==> src/rtl/mmio_host_sequencer_pkg.sv <==
// +----------------------------------------------------------------------------+
// | mmio_host_pkg: register map and FSM state encoding for the MMIO sequencer  |
// | Revision: 1.0                                                              |
// +----------------------------------------------------------------------------+
`default_nettype none

package mmio_host_pkg;

  localparam logic [15:0] REG_GO          = 16'h0050;
  localparam logic [15:0] REG_RD_ADDR     = 16'h0052;
  localparam logic [15:0] REG_WR_ADDR     = 16'h0054;
  localparam logic [15:0] REG_NUM_SAMPLES = 16'h0056;
  localparam logic [15:0] REG_COLLECT     = 16'h0058;
  localparam logic [15:0] REG_DONE        = 16'h0060;
  localparam logic [15:0] REG_RSA_GO      = 16'h0072;

  // Write-phase slot indices; slot 4 is skipped when the RSA trigger is off.
  localparam logic [2:0] WIDX_COLLECT = 3'd3;
  localparam logic [2:0] WIDX_RSA     = 3'd4;
  localparam logic [2:0] WIDX_GO      = 3'd5;

  typedef enum logic [2:0] {
    IDLE    = 3'd0,
    WRITE   = 3'd1,
    RD_REQ  = 3'd2,
    RD_WAIT = 3'd3,
    GAP     = 3'd4,
    FINISH  = 3'd5,
    ERROR   = 3'd6
  } state_t;

endpackage

`default_nettype wire

==> src/rtl/mmio_host_sequencer_if.sv <==
// +----------------------------------------------------------------------------+
// | mmio_host_sequencer_if: MMIO write/read bus between initiator and responder|
// | Revision: 1.0                                                              |
// +----------------------------------------------------------------------------+
`default_nettype none

interface mmio_host_sequencer_if;
  logic        mmio_wr_en;
  logic [15:0] mmio_wr_addr;
  logic [63:0] mmio_wr_data;
  logic        mmio_rd_en;
  logic [15:0] mmio_rd_addr;
  logic [63:0] mmio_rd_data;

  modport master (
    output mmio_wr_en, mmio_wr_addr, mmio_wr_data, mmio_rd_en, mmio_rd_addr,
    input  mmio_rd_data
  );

  modport slave (
    input  mmio_wr_en, mmio_wr_addr, mmio_wr_data, mmio_rd_en, mmio_rd_addr,
    output mmio_rd_data
  );
endinterface

`default_nettype wire

==> src/rtl/mmio_host_sequencer_poll_timer.sv <==
// +----------------------------------------------------------------------------+
// | poll_timer: loadable down-counter; expired_o is high while the count is 0  |
// | Revision: 1.0                                                              |
// +----------------------------------------------------------------------------+
`default_nettype none

module poll_timer #(
  parameter int WIDTH = 32
) (
  input  wire logic             clk,
  input  wire logic             rst,
  input  wire logic             load_i,
  input  wire logic [WIDTH-1:0] load_val_i,
  output logic                  expired_o
);

  logic [WIDTH-1:0] count_q;

  always_ff @(posedge clk) begin
    if (!rst) begin
      count_q <= '0;
    end else if (load_i) begin
      count_q <= load_val_i;
    end else if (count_q != '0) begin
      count_q <= count_q - 1'b1;
    end
  end

  assign expired_o = (count_q == '0);

endmodule

`default_nettype wire

==> src/rtl/mmio_host_sequencer.sv <==
// +----------------------------------------------------------------------------+
// | mmio_host_sequencer: writes AFU config registers, fires go, polls done     |
// | Revision: 1.0                                                              |
// +----------------------------------------------------------------------------+
`default_nettype none

module mmio_host_sequencer
  import mmio_host_pkg::*;
#(
  parameter int ADDR_WIDTH = 64,
  parameter int SIZE_WIDTH = 32,
  parameter int RD_LATENCY = 1,
  parameter int POLL_GAP   = 16,
  parameter int MAX_POLLS  = 0
) (
  input  wire logic                  clk,
  input  wire logic                  rst,
  input  wire logic                  start,
  input  wire logic                  rsa_en,
  input  wire logic [ADDR_WIDTH-1:0] rd_addr_in,
  input  wire logic [ADDR_WIDTH-1:0] wr_addr_in,
  input  wire logic [SIZE_WIDTH-1:0] num_samples_in,
  input  wire logic [SIZE_WIDTH-1:0] collect_cycles_in,
  mmio_host_sequencer_if.master      bus,
  output logic                       busy,
  output logic                       done_out,
  output logic                       timeout_err,
  output logic [15:0]                poll_count
);

  if (ADDR_WIDTH > 64 || SIZE_WIDTH > 64 || RD_LATENCY < 1 || RD_LATENCY > 4 ||
      POLL_GAP < 1) begin : g_bad_params
    $error("mmio_host_sequencer: illegal parameter combination");
  end

  state_t                state_q;
  logic [2:0]            wr_idx_q;
  logic                  rsa_q;
  logic [ADDR_WIDTH-1:0] op_rd_addr_q;
  logic [ADDR_WIDTH-1:0] op_wr_addr_q;
  logic [SIZE_WIDTH-1:0] op_num_q;
  logic [SIZE_WIDTH-1:0] op_coll_q;

  logic                  mmio_wr_en_q;
  logic [15:0]           mmio_wr_addr_q;
  logic [63:0]           mmio_wr_data_q;
  logic                  mmio_rd_en_q;
  logic [15:0]           mmio_rd_addr_q;
  logic                  busy_q;
  logic                  done_q;
  logic                  timeout_q;
  logic [15:0]           poll_count_q;

  logic [2:0]            wr_idx_d;
  logic [15:0]           wr_addr_d;
  logic [63:0]           wr_data_d;
  logic                  tmr_load;
  logic [31:0]           tmr_val;
  logic                  tmr_expired;
  logic                  poll_limit_hit;

  always_comb begin
    wr_idx_d  = wr_idx_q + 3'd1;
    wr_addr_d = REG_GO;
    wr_data_d = 64'd1;
    unique case (wr_idx_q)
      3'd0: begin
        wr_addr_d = REG_RD_ADDR;
        wr_data_d = 64'(op_rd_addr_q);
      end
      3'd1: begin
        wr_addr_d = REG_WR_ADDR;
        wr_data_d = 64'(op_wr_addr_q);
      end
      3'd2: begin
        wr_addr_d = REG_NUM_SAMPLES;
        wr_data_d = 64'(op_num_q);
      end
      WIDX_COLLECT: begin
        wr_addr_d = REG_COLLECT;
        wr_data_d = 64'(op_coll_q);
        wr_idx_d  = rsa_q ? WIDX_RSA : WIDX_GO;
      end
      WIDX_RSA: begin
        wr_addr_d = REG_RSA_GO;
      end
      default: begin
        wr_idx_d = WIDX_GO;
      end
    endcase
  end

  // One timer serves both the read-latency wait and the inter-poll gap.
  always_comb begin
    tmr_load = (state_q == RD_REQ) || ((state_q == RD_WAIT) && tmr_expired);
    tmr_val  = (state_q == RD_REQ) ? 32'(RD_LATENCY - 1) : 32'(POLL_GAP - 1);
  end

  assign poll_limit_hit = (MAX_POLLS != 0) && (32'(poll_count_q) == 32'(MAX_POLLS));

  poll_timer #(
    .WIDTH (32)
  ) u_poll_timer (
    .clk        (clk),
    .rst        (rst),
    .load_i     (tmr_load),
    .load_val_i (tmr_val),
    .expired_o  (tmr_expired)
  );

  always_ff @(posedge clk) begin
    if (!rst) begin
      state_q        <= IDLE;
      wr_idx_q       <= 3'd0;
      rsa_q          <= 1'b0;
      op_rd_addr_q   <= '0;
      op_wr_addr_q   <= '0;
      op_num_q       <= '0;
      op_coll_q      <= '0;
      mmio_wr_en_q   <= 1'b0;
      mmio_wr_addr_q <= 16'd0;
      mmio_wr_data_q <= 64'd0;
      mmio_rd_en_q   <= 1'b0;
      mmio_rd_addr_q <= 16'd0;
      busy_q         <= 1'b0;
      done_q         <= 1'b0;
      timeout_q      <= 1'b0;
      poll_count_q   <= 16'd0;
    end else begin
      mmio_wr_en_q   <= 1'b0;
      mmio_wr_addr_q <= 16'd0;
      mmio_wr_data_q <= 64'd0;
      mmio_rd_en_q   <= 1'b0;
      mmio_rd_addr_q <= 16'd0;
      done_q         <= 1'b0;
      timeout_q      <= 1'b0;
      unique case (state_q)
        IDLE: begin
          if (start) begin
            op_rd_addr_q <= rd_addr_in;
            op_wr_addr_q <= wr_addr_in;
            op_num_q     <= num_samples_in;
            op_coll_q    <= collect_cycles_in;
            rsa_q        <= rsa_en;
            poll_count_q <= 16'd0;
            wr_idx_q     <= 3'd0;
            state_q      <= WRITE;
          end
        end
        WRITE: begin
          busy_q         <= 1'b1;
          mmio_wr_en_q   <= 1'b1;
          mmio_wr_addr_q <= wr_addr_d;
          mmio_wr_data_q <= wr_data_d;
          wr_idx_q       <= wr_idx_d;
          if (wr_idx_q == WIDX_GO) begin
            state_q <= RD_REQ;
          end
        end
        RD_REQ: begin
          mmio_rd_en_q   <= 1'b1;
          mmio_rd_addr_q <= REG_DONE;
          if (poll_count_q != 16'hFFFF) begin
            poll_count_q <= poll_count_q + 16'd1;
          end
          state_q <= RD_WAIT;
        end
        RD_WAIT: begin
          if (tmr_expired) begin
            if (bus.mmio_rd_data[0]) begin
              state_q <= FINISH;
            end else if (poll_limit_hit) begin
              state_q <= ERROR;
            end else begin
              state_q <= GAP;
            end
          end
        end
        GAP: begin
          if (tmr_expired) begin
            state_q <= RD_REQ;
          end
        end
        FINISH: begin
          done_q  <= 1'b1;
          busy_q  <= 1'b0;
          state_q <= IDLE;
        end
        ERROR: begin
          timeout_q <= 1'b1;
          busy_q    <= 1'b0;
          state_q   <= IDLE;
        end
        default: begin
          state_q <= IDLE;
        end
      endcase
    end
  end

  assign bus.mmio_wr_en   = mmio_wr_en_q;
  assign bus.mmio_wr_addr = mmio_wr_addr_q;
  assign bus.mmio_wr_data = mmio_wr_data_q;
  assign bus.mmio_rd_en   = mmio_rd_en_q;
  assign bus.mmio_rd_addr = mmio_rd_addr_q;
  assign busy             = busy_q;
  assign done_out         = done_q;
  assign timeout_err      = timeout_q;
  assign poll_count       = poll_count_q;

endmodule

`default_nettype wire

==> src/flat_wrapper.sv <==
// flat-port wrapper written by rule: the top's interface ports become plain ports
module mmio_host_sequencer_flat import mmio_host_pkg::*;
#(
  parameter int ADDR_WIDTH = 64,
  parameter int SIZE_WIDTH = 32,
  parameter int RD_LATENCY = 1,
  parameter int POLL_GAP   = 16,
  parameter int MAX_POLLS  = 0
)
  (clk, rst, start, rsa_en, rd_addr_in, wr_addr_in, num_samples_in, collect_cycles_in, busy, done_out, timeout_err, poll_count, bus_mmio_wr_en, bus_mmio_wr_addr, bus_mmio_wr_data, bus_mmio_rd_en, bus_mmio_rd_addr, bus_mmio_rd_data);
  mmio_host_sequencer_if bus_i ();
  input  wire logic clk;
  input  wire logic rst;
  input  wire logic start;
  input  wire logic rsa_en;
  input  wire logic [ADDR_WIDTH-1:0] rd_addr_in;
  input  wire logic [ADDR_WIDTH-1:0] wr_addr_in;
  input  wire logic [SIZE_WIDTH-1:0] num_samples_in;
  input  wire logic [SIZE_WIDTH-1:0] collect_cycles_in;
  output logic busy;
  output logic done_out;
  output logic timeout_err;
  output logic [15:0] poll_count;
  output wire logic [$bits(bus_i.mmio_wr_en)-1:0] bus_mmio_wr_en;
  output wire logic [$bits(bus_i.mmio_wr_addr)-1:0] bus_mmio_wr_addr;
  output wire logic [$bits(bus_i.mmio_wr_data)-1:0] bus_mmio_wr_data;
  output wire logic [$bits(bus_i.mmio_rd_en)-1:0] bus_mmio_rd_en;
  output wire logic [$bits(bus_i.mmio_rd_addr)-1:0] bus_mmio_rd_addr;
  input wire logic [$bits(bus_i.mmio_rd_data)-1:0] bus_mmio_rd_data;
  assign bus_mmio_wr_en = bus_i.mmio_wr_en;
  assign bus_mmio_wr_addr = bus_i.mmio_wr_addr;
  assign bus_mmio_wr_data = bus_i.mmio_wr_data;
  assign bus_mmio_rd_en = bus_i.mmio_rd_en;
  assign bus_mmio_rd_addr = bus_i.mmio_rd_addr;
  assign bus_i.mmio_rd_data = bus_mmio_rd_data;
  mmio_host_sequencer #(.ADDR_WIDTH(ADDR_WIDTH), .SIZE_WIDTH(SIZE_WIDTH), .RD_LATENCY(RD_LATENCY), .POLL_GAP(POLL_GAP), .MAX_POLLS(MAX_POLLS)) u_core (.clk(clk), .rst(rst), .start(start), .rsa_en(rsa_en), .rd_addr_in(rd_addr_in), .wr_addr_in(wr_addr_in), .num_samples_in(num_samples_in), .collect_cycles_in(collect_cycles_in), .bus(bus_i), .busy(busy), .done_out(done_out), .timeout_err(timeout_err), .poll_count(poll_count));
endmodule
==> config.mk <==
export PLATFORM = sky130hd
export DESIGN_NAME = mmio_host_sequencer_flat
export DESIGN_NICKNAME = d
export VERILOG_FILES = /design/src/rtl/mmio_host_sequencer_pkg.sv /design/src/rtl/mmio_host_sequencer_if.sv /design/src/rtl/mmio_host_sequencer_poll_timer.sv /design/src/rtl/mmio_host_sequencer.sv /design/src/flat_wrapper.sv
export SDC_FILE = /design/constraint.sdc
export NUM_CORES = 1
export LEC_CHECK = 0
export CORE_ASPECT_RATIO = 2
export CORE_UTILIZATION = 40
export DETAILED_ROUTE_END_ITERATION = 6
export PLACE_DENSITY = 0.7
export SETUP_SLACK_MARGIN = 0.2
export SLEW_MARGIN = 40
export SYNTH_ARGS = -nofsm -noshare
export SYNTH_HDL_FRONTEND = slang
export SYNTH_SLANG_ARGS = --single-unit
==> constraint.sdc <==
create_clock -name clk -period 2.8 [get_ports clk]
set_input_delay 0.28 -clock clk [delete_from_list [all_inputs] [get_ports clk]]
set_output_delay 0.28 -clock clk [all_outputs]
set_load 0.02 [all_outputs]
**Word-level counts from Yosys, hierarchy flattened**

Index checks and enable logic that the tools add are counted.

- Logic and storage cells: 78
- Bits in registers: 348
- Input bits: 260

- Add/subtract/negate cells: 3
- Reductions and logical operators: 17
- Equal/unequal tests: 17
- Multiplexer cells: 24

Operator list:

| cell | count |
|---|---|
| case mux 64 bit (4 select lines) | 1 |
| 2-to-1 mux 32 bit | 2 |
| zero test 32 bit | 1 |
| 2-to-1 mux 16 bit | 2 |
| case mux 16 bit (2 select lines) | 1 |
| nonzero test 32 bit | 1 |
| subtractor 32 x 1 -> 32 bit, second input constant | 1 |
| case mux 6 bit (5 select lines) | 1 |
| adder 16 x 1 -> 16 bit, second input constant | 1 |
| inequality test 16 bit, second input constant | 1 |
| equality test 3 bit, second input constant | 5 |
| 2-to-1 mux 3 bit | 5 |
| case mux 3 bit (5 select lines) | 1 |
| equality test 3 x 2 -> 1 bit, second input constant | 4 |
| case mux 3 bit (2 select lines) | 2 |
| nonzero test 2 bit | 4 |
| 2-to-1 mux 7 bit | 1 |
| equality test 3 x 1 -> 1 bit, second input constant | 2 |
| zero test 3 bit | 2 |
| 2-to-1 mux 1 bit | 6 |
| inequality test 2 x 1 -> 1 bit, second input constant | 3 |
| AND reduction 2 bit | 3 |
| 2-to-1 mux 4 bit | 1 |
| inequality test 2 bit, second input constant | 2 |
| 8 further kinds | 8 |

**Longest topological paths before layout**

Gate-level depths: netlist of run 1.

- Word-level depth: 4
- Gate-level depth with buffers: 9
- Gate-level depth less buffers: 7

**Hierarchy**

A second synthesis of run 1 with hierarchy kept.

- Cells, all modules: 1532
- Area total of the unflattened synthesis: 12639.6 sq um

Modules (own cells, without submodules):

| module | times used | cells each | seq. area each (sq um) | area each (sq um) |
|---|---|---|---|---|
| mmio_host_sequencer | 1 | 1317 | 5785.5 | 10831.6 |
| poll_timer | 1 | 215 | 640.6 | 1808.0 |

**Worst setup path before layout of run 1**

Ideal clock, no wire load.

- Kind: reg-to-reg
- Start point: reg u_core.u_poll_timer.count_q[4]
- End point: reg u_core.u_poll_timer.count_q[19]
- Path slack: 0.644 ns
- Arrival time: 2.026 ns
- Clock period less this slack: 2.156 ns
- Setup time: 0.130 ns
- Cell stages (with the launch flop): 8
- Cell sequence: dfxtp_1 -> or4_1 -> buf_2 -> nor3_4 -> a31oi_1 -> o21ai_2 -> buf_4 -> a21oi_1

- Longest elaborated chain between the ends: 4

Ends and longest elaborated chain:

| what | line | RTL |
|---|---|---|
| start, declared | mmio_host_sequencer_poll_timer.sv:17 | `logic [WIDTH-1:0] count_q;` |
| start signal, assigned | mmio_host_sequencer_poll_timer.sv:23 | `count_q <= load_val_i;` |
| start signal, assigned | mmio_host_sequencer_poll_timer.sv:25 | `count_q <= count_q - 1'b1;` |
| parallel branches: the longest is 4 deep, another holds subtractor 32 x 1 -> 32 bit | -- |  |

Several ways; the timed one is not identified. The select of a mux whose other input is x is not followed.
A chain may end at the register's enable or synchronous reset.

**Final worst setup path of run 1**

- Start point: reg u_core.u_poll_timer.count_q[4]
- End point: reg u_core.u_poll_timer.count_q[24]

The elaborated chain is that of the path after synthesis.

==> flow_summary.toml, run 1 <==
[status]
outcome = "complete, no violations"

[logic_synthesis]
synth_area_leaders = "dfxtp_1 (52%), nand2_1 (13%), a21oi_1 (10%)"
yosys_warnings = 0
postSynthRegisterBits = 321
seq_area_frac_synth_pct = 52.0
synth_top_flop_cell = "dfxtp_1"
synth_edf_count = 0
avgSynthCellArea_um2 = 8.23
syn_area_um2 = 12300
syn_inst = 1501
async_reset_ff_share_pct = 0
yosysUniqueCellTypes = 56
yosysTopAreaCellShare_pct = 52.0
synth.largest_area_cell = "dfxtp_1"

[die]
fp.dieArea_um2 = 31600
die_h_um = 250
row_count = 90
dieWidth_um = 126
io_pins = 377
initial_core_util_pct = 40.8
core_area_um2 = 30300

[place]
dp_cells = 2080
dp_hpwl_um = 23800
detailedPlace.worstSlack_ns = 0.394
io_buffers = 289
gp_congestion = 0.812

[clock_network]
clock-sinks = 321
clkTransAtPathRegs_ns = 0.07
ctsResizeCount = 0
htree_num_levels = 1
clockBufferDepth = 3
holdBufCountCts = 0
cts_inserted_buffers = 28
clk-insertion-delay-late_ns = 0.54
root_buffer = "clkbuf_16"
cts_setup_buffers = 0
cts_tree = "done"

[setup_path]
cpPeakStageDelay_ns = 0.71
end_kind = "register"
critical-path-top-delay-family = "simple AND/OR/NAND/NOR gates"
startpoint = "u_core.u_poll_timer.count_q[4]"
r2r_start = "u_core.u_poll_timer.count_q[4]"
cp_data_required_time_ns = 3.27
critPathSlowestCell = "or4_1"
cp_common_cell = "or4_1"
crit_arrival_ns = 2.89
critPathLaunchType = "register"
cp_max_fo = 9
crit_type = "register to register"
path_buf_inv = 0
cp_cell_sequence = "or4_1 -> nor3_4 -> o211ai_4 -> or4_1 -> a21oi_1"

[global_route]
grt.total_usage_pct = 22.2
antenna_found_initial = 3
grt_pass1_wl_um = 56400
grt-ovfl-total = 0
grt_pass1_vias = 10900
grt_start_max_net_pins = 120

[drt]
ant_nets = 0
drcViolationCount = 0
routedWlPerCell_um = 16.6
firstDrtPassIters = 5
via_per_inst = 5.26
vias = 11200
drtIter0Drc = 735
route.final.wire_length_um = 35300

[final_layout]
register_area_um2 = 6430
final_nets = 2010
area_delta_synth_final_pct = 33.0
multi_input_area_um2 = 5410
fillers = 2840
layoutNonFillerInstCount = 2130
drive_gt1_share_pct = 5.46

[power_and_ir_drop]
ir_drop_uv = 570
p_per_area_nw_per_um2 = 750
leakagePower_nw = 5.92

[worst_hold_path]
hold_path.startpoint = "rd_addr_in[55]"
hold_path_class = "input pin to register"

[sta]
min_period_over_period_pct = 86.4
fin_crit_ns = 2.42
tns_ns = 0
maxSlewViolCount = 0
whs_ns = 0.283
tightestPinTransition_ns = 0.615
max_clock_freq_mhz = 413
setup_viol = 0
finalHoldViolCount = 0
slew_headroom_pct = 58.6
grt_setup_unrepaired = "false"
worst_clock_skew_ns = 0.00916
finalWorstSetupSlack_ns = 0.381

[run]
drv_cap = 0
## tightest hold or removal path, delay by kind of cell
| family | cells | cell delay, ns |
|---|---|---|
| simple gates | 1 | 0.05 |
| compound gates | 1 | 0.05 |
| buf+inv | 1 | 0.39 |
## flip-flops by register name, indices dropped and copies added, names as in the netlist, 3 cells and up
| name | count |
|---|---|
| u_core.bus.mmio_wr_addr | 5 |
| u_core.op_wr_addr_q | 64 |
| u_core.op_rd_addr_q | 64 |
| u_core.bus.mmio_wr_data | 64 |
| u_core.op_num_q | 32 |
| u_core.poll_count | 16 |
| u_core.wr_idx_q | 3 |
| u_core.op_coll_q | 32 |
| u_core.state_q | 3 |
| u_core.u_poll_timer.count_q | 32 |
## placed cells by master (no fill, tap or decap), types with 13 or more instances in the layout
cell and count:
o21ai_0 13, o31ai_1 15, buf_4 23, a22oi_1 96, nor2_1 75, clkdlybuf4s50_1 289, or4_1 16, clkbuf_16 29
a21oi_1 254, dfxtp_1 321, nand3_1 13, conb_1 24, nand2_1 418, or3_1 15
## metal layers
metal	up-vias	GRT usage (%)	share of wire [%]
met3	49	2.37	4.0
met5	-	0	0
li1	5569	-	-
met1	5284	25.8	40
met2	292	41.4	53
met4	0	7.64	2.4
## worst paths after layout
check,end,slack (ns),depth (start not counted)
setup / recovery,u_core.u_poll_timer.count_q[24],0.38,5
hold / removal,u_core.op_rd_addr_q[55],0.28,3
setup reg to reg,u_core.u_poll_timer.count_q[24],0.38,5
hold reg to reg,u_core.op_num_q[30],0.45,2
## kinds of logic after synthesis
group           synth area share (%)
flops                           52.0
compound gates                  19.5
xor+xnor                        1.13
fa+ha+maj                      0.811
buf+inv                         5.21
other cells                   0.0304
simple gates                    21.0
mux                            0.243
## Yosys cell counts, types with 2 or more instances
cell type  count
mux2i_1        3
nor3b_1        2
a21o_1         2
nand4_1        8
nor3_1        10
inv_1         12
buf_1          6
a311o_1        3
o41ai_1        4
o211ai_1       3
nand2_1      419
or4b_1         3
or2_2          6
o31ai_1       15
nor2b_1        5
nand3_1       14
a22oi_1       96
dfxtp_1      321
buf_4         29
a211oi_1       3
xor2_1        12
nand2b_1       4
xnor2_1        4
o21ai_0       13
or3_1         15
clkbuf_1      94
nor2_1        75
o21a_1         2
or4_1         16
a21oi_1      254
nor4_1        11
and3_1         2
ha_1           8
a31oi_1        5
## power breakdown
part           total, W  switching (W)  internal [W]
Clock           0.00377        0.00165       0.00211
Combinational   0.00323        0.00193       0.00130
Sequential      0.00533       0.000352       0.00497
Total            0.0123        0.00393       0.00839
## through the flow
stage | area, um^2 | total power [W] | util, %
after floorplan | 12400 | 0.00752 | -
after global placement | 15500 | 0.00857 | 51.2
after detailed placement | 15500 | 0.00865 | 51.2
after CTS | 16400 | 0.0124 | 54.2
after global routing | 16400 | 0.0130 | 54.2
final | 16400 | 0.0123 | 54.2
## layout make-up
cell class	count	area share [%]
Multi-Input combinational cell	1061	32.9
Tap cell	368	2.80
Clock inverter	6	0.206
Inverter	12	0.305
Clock buffer	41	5.24
Antenna cell	3	0.0457
Sequential cell	321	39.1
Timing Repair Buffer	318	19.3
(Power assumes the default switching activity.)
==> run 2, diff against run 1 <==
--- a/config.mk
+++ b/config.mk
@@ -5,10 +5,12 @@
 export SDC_FILE = /design/constraint.sdc
 export NUM_CORES = 1
 export LEC_CHECK = 0
+export ABC_AREA = 1
 export CORE_ASPECT_RATIO = 2
 export CORE_UTILIZATION = 40
 export DETAILED_ROUTE_END_ITERATION = 6
-export PLACE_DENSITY = 0.7
+export PLACE_DENSITY = 0.69
+export RECOVER_POWER = 50
 export SETUP_SLACK_MARGIN = 0.2
 export SLEW_MARGIN = 40
 export SYNTH_ARGS = -nofsm -noshare
==> run 2 against run 1 <==
Die area rose by 4.5%; synthesized cell count rose by 14%; highest routed layer unchanged; setup slack improved by 0.22 ns; largest cell class unchanged; power rose by 30%; core utilization fell by 0.51 points; non-clock buffer count fell by 9; critical path type unchanged; critical path depth rose by 5.
==> flow_summary.toml, run 2 <==
[clock_network]
root_buffer = "clkbuf_16"
clockBufferDepth = 3
clkTransAtPathRegs_ns = 0.07
ctsResizeCount = 0
holdBufCountCts = 0
cts_inserted_buffers = 29
htree_num_levels = 1
clk-insertion-delay-late_ns = 0.56
clock-sinks = 321
cts_tree = "done"
cts_setup_buffers = 0

[setup_path]
cp_max_fo = 20
crit_type = "register to register"
r2r_start = "u_core.u_poll_timer.count_q[0]"
crit_arrival_ns = 2.65
worst_r2r_endpoint = "u_core.u_poll_timer.count_q[11]"
cp_data_required_time_ns = 3.26
critPathLaunchType = "register"
startpoint = "u_core.u_poll_timer.count_q[0]"
worstRegToRegCells = 10
end_kind = "register"
rrSetupSlack_ns = 0.60
endpoint = "u_core.u_poll_timer.count_q[11]"

[global_route]
grt_pass1_vias = 11900
grt-ovfl-total = 0
grt_start_max_net_pins = 169
grt_pass1_wl_um = 60200
antenna_found_initial = 5
grt.total_usage_pct = 23.4

[logic_synthesis]
synth.top_cells.by_count = "nand2_1 (446), dfxtp_1 (321), a21oi_1 (255)"
yosysUniqueCellTypes = 38
postSynthRegisterBits = 321
synth_top_flop_cell = "dfxtp_1"
synth_edf_count = 0
syn_area_um2 = 12900
synth.most_common_cell = "nand2_1"
yosysTopAreaCellShare_pct = 49.8
avgSynthCellArea_um2 = 7.56
synth_area_leaders = "dfxtp_1 (50%), nand2_1 (13%), a21oi_1 (9.9%)"
yosys_warnings = 0
seq_area_frac_synth_pct = 49.8
async_reset_ff_share_pct = 0
syn_inst = 1709
synth.largest_area_cell = "dfxtp_1"

[place]
dp_hpwl_um = 26900
dp_cells = 2336
detailedPlace.worstSlack_ns = 0.744
io_buffers = 289
gp_congestion = 0.902

[final_layout]
layoutNonFillerInstCount = 2393
drive_gt1_share_pct = 4.89
final_nets = 2212
area_delta_synth_final_pct = 31.7
layout.cells.most_common = "nand2_1"
layout_common_cells = "nand2_1 (446), dfxtp_1 (321), a21oi_1 (255)"

[sta]
tightestPinTransition_ns = 0.758
finalHoldViolCount = 0
maxSlewViolCount = 0
finalWorstSetupSlack_ns = 0.604
worst_clock_skew_ns = 0.00840
slew_headroom_pct = 49.4
tns_ns = 0
min_period_over_period_pct = 78.4
setup_viol = 0
fin_crit_ns = 2.20
max_clock_freq_mhz = 455
grt_setup_unrepaired = "false"

[run]
drv_cap = 0

[drt]
vias = 12000
drtIter0Drc = 594
drcViolationCount = 0
routedWlPerCell_um = 16.2
firstDrtPassIters = 7
route.final.wire_length_um = 38800
via_per_inst = 5.02
ant_nets = 0

[status]
outcome = "complete, no violations"

[worst_hold_path]
hold_path_class = "input pin to register"
hold-path-cell-count = 3

[die]
core_area_um2 = 31700
die_h_um = 256
dieWidth_um = 129
initial_core_util_pct = 40.8
row_count = 92
io_pins = 377
fp.dieArea_um2 = 33000

[power_and_ir_drop]
ir_drop_uv = 672
p_per_area_nw_per_um2 = 944
leakagePower_nw = 6.68
-- run 2: changes by cell type after synthesis, sizes merged, moves of 33 or more --
cell    delta
o21ai     +65
buf       +33
clkbuf    -35
a22oi     -96
nor2      +95
inv      +113
-- run 2: worst min path at each step --
stage                                           to  slack [ns]            startpoint
floorplan                  u_core.op_rd_addr_q[15]        0.42        rd_addr_in[15]
global placement              u_core.op_coll_q[26]        0.44  u_core.op_coll_q[26]
detailed placement             u_core.op_num_q[21]        0.44   u_core.op_num_q[21]
CTS                 u_core.u_poll_timer.count_q[3]        0.10                   rst
global route        u_core.u_poll_timer.count_q[3]        0.14                   rst
finish              u_core.u_poll_timer.count_q[3]        0.12                   rst
-- run 2: where the power goes --
group | internal [W] | switching, W | total [W]
combinational | 0.00198 | 0.00378 | 0.00576
sequential | 0.00542 | 0.000464 | 0.00588
clock | 0.00260 | 0.00181 | 0.00441
total | 0.0100 | 0.00605 | 0.0161
-- run 2: stage by stage --
stage               hold WS [ns]  utilization, %  instance area [um^2]  total power (W)
floorplan                  0.424               -                 13000           0.0101
global route               0.135            53.7                 17000           0.0171
CTS                        0.102            53.8                 17000           0.0163
finish                     0.116            53.7                 17000           0.0161
global placement           0.439            50.5                 16000           0.0117
detailed placement         0.445            50.5                 16000           0.0118
-- run 2: worst max-delay path: stages, from the launching register on --
cell     delay [ns]
dfxtp_1        0.32
inv_1          0.11
ha_1           0.27
nand2_1        0.15
nor2_4         0.21
nand2_1        0.10
nor2_1         0.34
a21oi_1        0.11
buf_4          0.25
nand2_4        0.15
nor2_1         0.07
-- run 2: cell families after synthesis --
family                   share of synthesized area, %
AO/OA/AOI/OAI                                    17.1
flip-flops                                       49.8
buffers and inverters                            9.09
adder cells (fa/ha/maj)                         0.775
other                                          0.0290
AND/OR/NAND/NOR                                  22.5
XOR/XNOR                                        0.746
-- run 2: per-layer routing --
metal  track usage (%)  vias up  routed length [um]
met5                 0        -                   0
met4              15.4        0                2390
met3              2.97      112                1740
met2              44.5      371               21000
met1              22.9     5557               13700
li1                  -     5979                   -
-- run 2: area by class of cell --
| class | count | area (um^2) |
|---|---|---|
| antenna | 5 | 12.5 |
| clock buffer | 33 | 761 |
| clock inverter | 19 | 285 |
| fill | 3078 | 14700 |
| inverter | 127 | 488 |
| multi-input combinational | 1156 | 5390 |
| sequential | 321 | 6430 |
| tap | 423 | 529 |
| timing repair buffer | 309 | 3120 |
